--- src/rtl/press_pkg.sv ---
// Shared types and sizing helpers for the press classifier.
package press_pkg;

  typedef enum logic [2:0] {
    WAIT_REL  = 3'd0,
    IDLE      = 3'd1,
    PRESS1    = 3'd2,
    LONG_HELD = 3'd3,
    GAP       = 3'd4
  } state_t;

  // Gesture code, also usable downstream as a compact mux select.
  typedef enum logic [1:0] {
    NONE   = 2'd0,
    SHORT  = 2'd1,
    LONG   = 2'd2,
    DOUBLE = 2'd3
  } gesture_t;

  // One spare bit so the terminal count never aliases to zero.
  function automatic int unsigned timer_width(input int unsigned long_cycles,
                                              input int unsigned gap_cycles);
    int unsigned m;
    m = (long_cycles > gap_cycles) ? long_cycles : gap_cycles;
    return $clog2(m) + 1;
  endfunction

endpackage

--- src/rtl/gesture_timer.sv ---
// Up-counter shared by the press and gap phases; done flags the terminal count.
module gesture_timer #(
  parameter int unsigned W = 4
) (
  input  logic         clk,
  input  logic         rst,
  input  logic         clr,
  input  logic         en,
  input  logic [W-1:0] limit,
  output logic         done
);

  logic [W-1:0] count;

  always_ff @(posedge clk) begin
    if (rst) begin
      count <= '0;
    end else if (clr) begin
      count <= '0;
    end else if (en) begin
      count <= count + W'(1);
    end
  end

  assign done = (count == limit);

endmodule

--- src/rtl/press_classifier.sv ---
// Classifies debounced button presses into short, long and double gestures.
module press_classifier
  import press_pkg::*;
#(
  parameter int unsigned LONG_CYCLES = 50000000,
  parameter int unsigned GAP_CYCLES  = 12500000,
  parameter int unsigned CNT_W       = 8
) (
  input  logic             clk,
  input  logic             rst,
  input  logic             s,
  output logic             short_press,
  output logic             long_press,
  output logic             double_press,
  output logic             hold,
  output logic [CNT_W-1:0] event_count
);

  localparam int unsigned TW = timer_width(LONG_CYCLES, GAP_CYCLES);
  localparam logic [TW-1:0] LONG_LIM = TW'(LONG_CYCLES - 1);
  localparam logic [TW-1:0] GAP_LIM  = TW'(GAP_CYCLES - 1);

  state_t        state;
  gesture_t      gesture;
  logic          timer_clr;
  logic          timer_en;
  logic          timer_done;
  logic [TW-1:0] timer_limit;

  // The timer only runs while the current phase is still waiting for its terminal count.
  always_comb begin
    timer_limit = (state == GAP) ? GAP_LIM : LONG_LIM;
    timer_en    = ((state == PRESS1) && s && !timer_done) ||
                  ((state == GAP) && !s && !timer_done);
    timer_clr   = !timer_en;
  end

  // s=1 in GAP wins over the gap expiring on the same cycle.
  always_comb begin
    gesture = NONE;
    case (state)
      PRESS1:  if (s && timer_done) gesture = LONG;
      GAP: begin
        if (s)               gesture = DOUBLE;
        else if (timer_done) gesture = SHORT;
      end
      default: gesture = NONE;
    endcase
  end

  gesture_timer #(.W(TW)) u_timer (
    .clk   (clk),
    .rst   (rst),
    .clr   (timer_clr),
    .en    (timer_en),
    .limit (timer_limit),
    .done  (timer_done)
  );

  always_ff @(posedge clk) begin
    if (rst) begin
      state        <= WAIT_REL;
      short_press  <= 1'b0;
      long_press   <= 1'b0;
      double_press <= 1'b0;
      hold         <= 1'b0;
      event_count  <= '0;
    end else begin
      short_press  <= (gesture == SHORT);
      long_press   <= (gesture == LONG);
      double_press <= (gesture == DOUBLE);
      if (gesture != NONE) begin
        event_count <= event_count + CNT_W'(1);
      end

      case (state)
        WAIT_REL: if (!s) state <= IDLE;
        IDLE:     if (s) state <= PRESS1;
        PRESS1: begin
          if (!s) begin
            state <= GAP;
          end else if (timer_done) begin
            hold  <= 1'b1;
            state <= LONG_HELD;
          end
        end
        LONG_HELD: begin
          if (!s) begin
            hold  <= 1'b0;
            state <= IDLE;
          end
        end
        GAP: begin
          if (s) begin
            state <= WAIT_REL;
          end else if (timer_done) begin
            state <= IDLE;
          end
        end
        default: state <= WAIT_REL;
      endcase
    end
  end

endmodule

--- config.mk ---
export PLATFORM = sky130hd
export DESIGN_NAME = press_classifier
export DESIGN_NICKNAME = d
export VERILOG_FILES = /design/src/rtl/press_pkg.sv /design/src/rtl/gesture_timer.sv /design/src/rtl/press_classifier.sv
export SDC_FILE = /design/constraint.sdc
export NUM_CORES = 1
export LEC_CHECK = 0
export ABC_CLOCK_PERIOD_IN_PS = 3200
export CORE_MARGIN = 2
export CORE_UTILIZATION = 60
export CTS_BUF_LIST = sky130_fd_sc_hd__clkbuf_8
export CTS_CLUSTER_DIAMETER = 80
export DETAILED_ROUTE_END_ITERATION = 7
export DONT_BUFFER_PORTS = 1
export GPL_TIMING_DRIVEN = 0
export PLACE_DENSITY = 0.76
export REMOVE_ABC_BUFFERS = 1
export SLEW_MARGIN = 20
export SYNTH_ARGS = -nofsm -noshare
export SYNTH_HDL_FRONTEND = slang
export SYNTH_SLANG_ARGS = --single-unit
--- constraint.sdc ---
create_clock -name clk -period 3.2 [get_ports clk]
set_input_delay 0.48 -clock clk [delete_from_list [all_inputs] [get_ports clk]]
set_output_delay 0.48 -clock clk [all_outputs]
set_load 0.01 [all_outputs]
* Word-level counts from Yosys, hierarchy flattened *
Index checks and enable logic that the tools add are counted.

storage, ports and cells
  register bits = 42
  output and inout bits = 12
  logic and storage cells = 56

operators by class
  $add $sub $neg = 2
  equal/unequal tests = 15
  muxes and demuxes = 16
  bitwise logic cells = 1
  reductions and logical operators = 15

operators by type and width
  operator                                                          count
  27-bit by 1-bit adder with 27-bit output (second input constant)  1
  27-bit by 26-bit == test with 1-bit output                        1
  26-bit 2-to-1 mux                                                 1
  3-bit 2-to-1 mux                                                  6
  3-bit one-hot mux with 4 select lines                             1
  2-bit inequality test (second input constant)                     5
  8-bit by 1-bit adder with 8-bit output (second input constant)    1
  4-bit AND reduction                                               2
  3-bit by 2-bit == test with 1-bit output (second input constant)  2
  3-bit inequality test (second input constant)                     2
  1-bit logical AND                                                 5
  2-bit == test (second input constant)                             2
  1-bit 2-to-1 mux                                                  4
  2-bit 2-to-1 mux                                                  2
  2-bit one-hot mux with 2 select lines                             1
  2-bit nonzero test                                                2
  2-bit OR reduction                                                2
  3-bit by 1-bit == test with 1-bit output (second input constant)  1
  3-bit == test (second input constant)                             1
  3-bit zero test                                                   1
  2-bit by 1-bit == test with 1-bit output (second input constant)  1
  1-bit zero test                                                   2
  1-bit one-hot mux with 2 select lines                             1
  1-bit logical OR                                                  1
  1-bit NOT                                                         1

* Depth between registers and ports, before layout *
Gate-level depths: netlist of run 1.

  depth after elaboration = 8
  gate-level depth with buffers = 8

* Modules after synthesis *
From an unflattened synthesis of run 1, not the netlist that was laid out.

second synthesis, totals
  cell total of the unflattened synthesis = 255
  area, all modules = 2,267.2 µm²

by module, submodules not included
  module            times used  cells each  area an instance (µm²)  sequential area each (µm²)
  gesture_timer     1           176         1,547.7                 540.5
  press_classifier  1           79          719.4                   300.3

* Worst setup path before layout of run 1 *
Ideal clock, no wire load.

  path type = reg2reg
  start point = register u_timer.count[24]
  end point = register event_count[5]
  library setup time = 121 ps
  arrival = 2,321 ps
  required time = 3,079 ps
  slack = 758 ps
  cell stages (with the launch flop) = 6
  buffers on the path = 0
  clock period less this slack = 2,442 ps
  cell sequence = dfxtp_1 -> or4_1 -> or4b_4 -> a2111o_1 -> a211oi_2 -> mux2_2

on the way
  word-level cells in the longest chain between the ends = 5
  elaborated cells between the ends (all ways) = 7

ends and longest elaborated chain
  what                                                   line                                            RTL
  from (decl)                                            gesture_timer.sv:13                             logic [W-1:0] count;
  from (signal assigned)                                 gesture_timer.sv:21                             count <= count + W'(1);
  27-bit by 26-bit == test with 1-bit output (*)         gesture_timer.sv:25                             assign done = (count == limit);
  1-bit 2-to-1 mux or 1-bit logical AND (tied branches)  press_classifier.sv:45, press_classifier.sv:42
  2-bit 2-to-1 mux (on tied branches)                    press_classifier.sv:44, press_classifier.sv:42
  2-bit one-hot mux with 2 select lines (*)              press_classifier.sv:41                          case (state)
  2-bit nonzero test (*)                                 press_classifier.sv:72                          if (gesture != NONE) begin
  to (signal assigned)                                   press_classifier.sv:73                          event_count <= event_count + CNT_W'(1);
  to (decl)                                              press_classifier.sv:16                          output logic [CNT_W-1:0] event_count

Every way passes the cells marked *; elsewhere a longest branch is shown, timed or not.
A chain may end at the register's enable or synchronous reset.

* Worst setup path in the final report of run 1 *
  start point = register u_timer.count[24]
  end point = register u_timer.count[22]

on the way
  word-level cells in the longest chain between the ends = 6
  elaborated cells between the ends (all ways) = 7

ends and longest elaborated chain
  what                                            line                                            RTL
  27-bit by 26-bit == test with 1-bit output (*)  gesture_timer.sv:25
  1-bit zero test (*)                             press_classifier.sv:33, press_classifier.sv:34
  1-bit logical AND (on tied branches)            press_classifier.sv:33, press_classifier.sv:34
  1-bit logical OR (*)                            press_classifier.sv:33                          timer_en = ((state == PRESS1) && s && !timer_done) ||
  1-bit NOT (no line) (*)                         -
  2-bit OR reduction (no line) (*)                -

Marks and branches as above.

==> results.md, run 1 <==
* Synth unique cells at 38
* Filler Cell Count at 290
* Cell area after synthesis at between 2000 and 2500 µm²
* Non-Filler Instances at 280
* Period utilisation layout at 0.927
* Worst-Skew Late Latency at 0.29 ns
* Core area at around 3300 µm²
* WL/cell at about 13 µm
* Placer Congestion at 0.747
* TritonCTS clock tree: built
* Status: completed
* Max VDD drop at about 0.22 mV
* Initial Util at 0.619
* FP Rows at 21
* Most used cell along the critical path: or4_1
* Fin util at 0.648
* Max Slew Vio Count at 0
* Number of H-tree levels at 2
* Die Ht at roughly 62 µm
* Num Clock Sinks at between 40 and 50
* Post-Layout Inst Area at ~2100 µm²
* Cell chain of the critical path: or4_1, or4b_4, a2111oi_2, or4_1, nor2_1
* Postcts setup bufs at 0
* Final hold violation count at 0
* Total grt overflow at 0
* Share of cells above drive strength 1 at 0.0812
* Slowest stage cell, crit path: or4_1
* CP Launch Type: flip-flop
* Largest stage delay on the critical path at 0.77 ns
* Slew margin rel. at 0.403
* Leakage at ~0.62 nW
* Reg clk slew, reported paths at around 0.07 ns
* Required time of the critical path at 3.35 ns
* Most frequent cells in the layout: 45 x nor2_1, 42 x dfxtp_1, 20 x xnor2_1
* Clock root cell: clkbuf_8
* Setup violators final at 0
* Register area share after synthesis at 0.414
* First-pass GRT wire length at roughly 6.1 mm
* Fmax at 337 MHz
* 1st-pass router iterations at 4
* Post-synth top area share at 0.414
* Hold Buf Count CTS at 0
* Post-Synthesis Cells at ~240
* # port buffers at 0
* HPWL after detailed placement at roughly 2.5 mm
* Antenna Nets Post-Route at 0
* Area leader, netlist: dfxtp_1
* Min cycle time layout at about 3.0 ns
* Dpl cells at 272
* CP arrival at approximately 3.1 ns
* Ports at 15
* Placement Cell Area at 2040 µm²
* Yosys warns at 0
* Crit path capture type: flip-flop
* Vias at ~1600
* Initial antenna violation count at 0
* Vias per cell at 5.70
* Commonest non-fill, non-tap cell in the layout: nor2_1
* CP Max Fanout at 27
* Bufs on Longest Clock Path at 2
* # resized after CTS at 0
* Pwr/cell area at 413 nW/µm²
* Worst Path Buf+Inv at 0
* Gr usage total at 0.198
* Area delta synth->final at 4.74%
* RSZ-0062 raised after global routing: false
* Vias in the first global route at roughly 1400
* Worst slew pin tran at around 0.90 ns
* NumNets Final at around 240
* Fin Hold WS at between 0.2 and 0.25 ns
* WL final at between 3 and 4 mm
* Synth Area per Inst at between 8 and 9 µm²
* WS Path Type: reg2reg
* Residual DRC at 0
* CTS buffer count at 5
* TNS Setup at 0 ns
* Antenna cells at 0
* Largest net degree at the start of global routing at 28
* Die area at approximately 3900 µm²
* Delay-heaviest family, CP: simple AND/OR/NAND/NOR gates
* Drt first-iter violations at 129
* Final clock skew at about 0.006 ns
* Max-cap viol count at 0
* Hold Crit Class: in2reg
* Synth area leaders: dfxtp_1 41%, xnor2_1 8.6%, nor2_1 8.3%
* Yosys reg bits at 42
* Die width at a little over 60 µm
## state kept, by name (all words and copies together) (netlist names)
register and count:
state 3, event_count 8, double_press 1, hold 1, short_press 1, u_timer.count 27, long_press 1
## where the power goes
group / switching, W / internal [W]
clock network: 0.000171 / 0.000171
logic: 0.00000602 / 0.00000462
registers: 0.00000424 / 0.000524
## through the flow
| stage | setup WS [ns] | total power (W) |
|---|---|---|
| 2_1_floorplan | 0.665 | 0.000548 |
| 3_3_place_gp | 0.241 | 0.000551 |
| 3_5_place_dp | 0.211 | 0.000551 |
| 4_1_cts | 0.215 | 0.000889 |
| 5_1_grt | 0.0604 | 0.000906 |
| 6_report | 0.233 | 0.000881 |
## area by class of cell
class	count	area, µm²	area share
multi-input cells	176	1110	0.521
flip-flops and latches	42	841	0.395
clock buffers	6	82.6	0.0388
well taps	46	57.6	0.0270
inverters	8	30.0	0.0141
clock inverters	2	8.76	0.00411
## Yosys cell counts (all sizes together)
| cell | instances |
|---|---|
| a2111oi | 4 |
| or4b | 1 |
| dfxtp | 42 |
| ha | 2 |
| mux2 | 6 |
| or4 | 2 |
| a31oi | 1 |
| a21boi | 1 |
| o21ai | 2 |
| nor4bb | 1 |
| nand2b | 2 |
| nor2 | 45 |
| nor3b | 3 |
| buf | 4 |
| and4b | 1 |
| nand3 | 12 |
| a21oi | 7 |
| or3b | 1 |
| inv | 8 |
| o21bai | 1 |
| and3 | 2 |
| nor4 | 8 |
| or3 | 2 |
| a2111o | 2 |
| and2 | 2 |
| nand2 | 12 |
| nor4b | 2 |
| and4 | 4 |
| xnor2 | 20 |
| nor3 | 11 |
| nor2b | 5 |
| clkbuf | 5 |
| xor2 | 5 |
| nand4 | 8 |
| a211oi | 1 |
## metal layers
metal	vias to the layer above	track usage	routed length, µm
met5	-	0	0
met1	738	0.225	1630
li1	816	-	-
met2	36	0.325	1690
met3	6	0.0670	170
met4	0	0.111	69
## worst paths after layout
kind,endpoint,cells after the start,slack [ns],startpoint
worst max register to register,u_timer.count[22],5,0.23,u_timer.count[24]
worst min register to register,u_timer.count[0],1,0.47,u_timer.count[0]
worst min-delay path,state[0],1,0.24,rst
worst max-delay path,u_timer.count[22],5,0.23,u_timer.count[24]
## cell families (layout without fill, tap and decap cells)
family / after synthesis / after routing / synth area share
simple gates: 124 / 124 / 0.316
flops: 42 / 42 / 0.414
xor+xnor: 25 / 25 / 0.108
compound gates: 19 / 19 / 0.0763
buf+inv: 17 / 16 / 0.0406
mux: 6 / 6 / 0.0332
fa+ha+maj: 2 / 2 / 0.0123
Note: power is estimated with default switching activity, not from simulation.
==> run 2: changes to the inputs <==
--- a/config.mk
+++ b/config.mk
@@ -16,4 +16,5 @@
 export PLACE_DENSITY = 0.76
 export REMOVE_ABC_BUFFERS = 1
+export SKIP_CTS_REPAIR_TIMING = 1
 export SLEW_MARGIN = 20
 export SYNTH_ARGS = -nofsm -noshare
==> constraint.sdc (replaced) <==
create_clock -name clk -period 3.2 [get_ports clk]
set_input_delay 0.64 -clock clk [delete_from_list [all_inputs] [get_ports clk]]
set_output_delay 0.64 -clock clk [all_outputs]
set_load 0.01 [all_outputs]
==> results of run 2 <==
The final DEF is identical to that of run 1. Status: completed.
Main changes from that run: hold slack 0.245 ns -> 0.405 ns
==> run 3: changes to the inputs <==
Settings changed: ABC_CLOCK_PERIOD_IN_PS 3200 to unset.
==> results of run 3 <==
The final DEF is identical to that of run 1. Status: completed.
Main changes from that run: hold slack 0.245 ns -> 0.405 ns
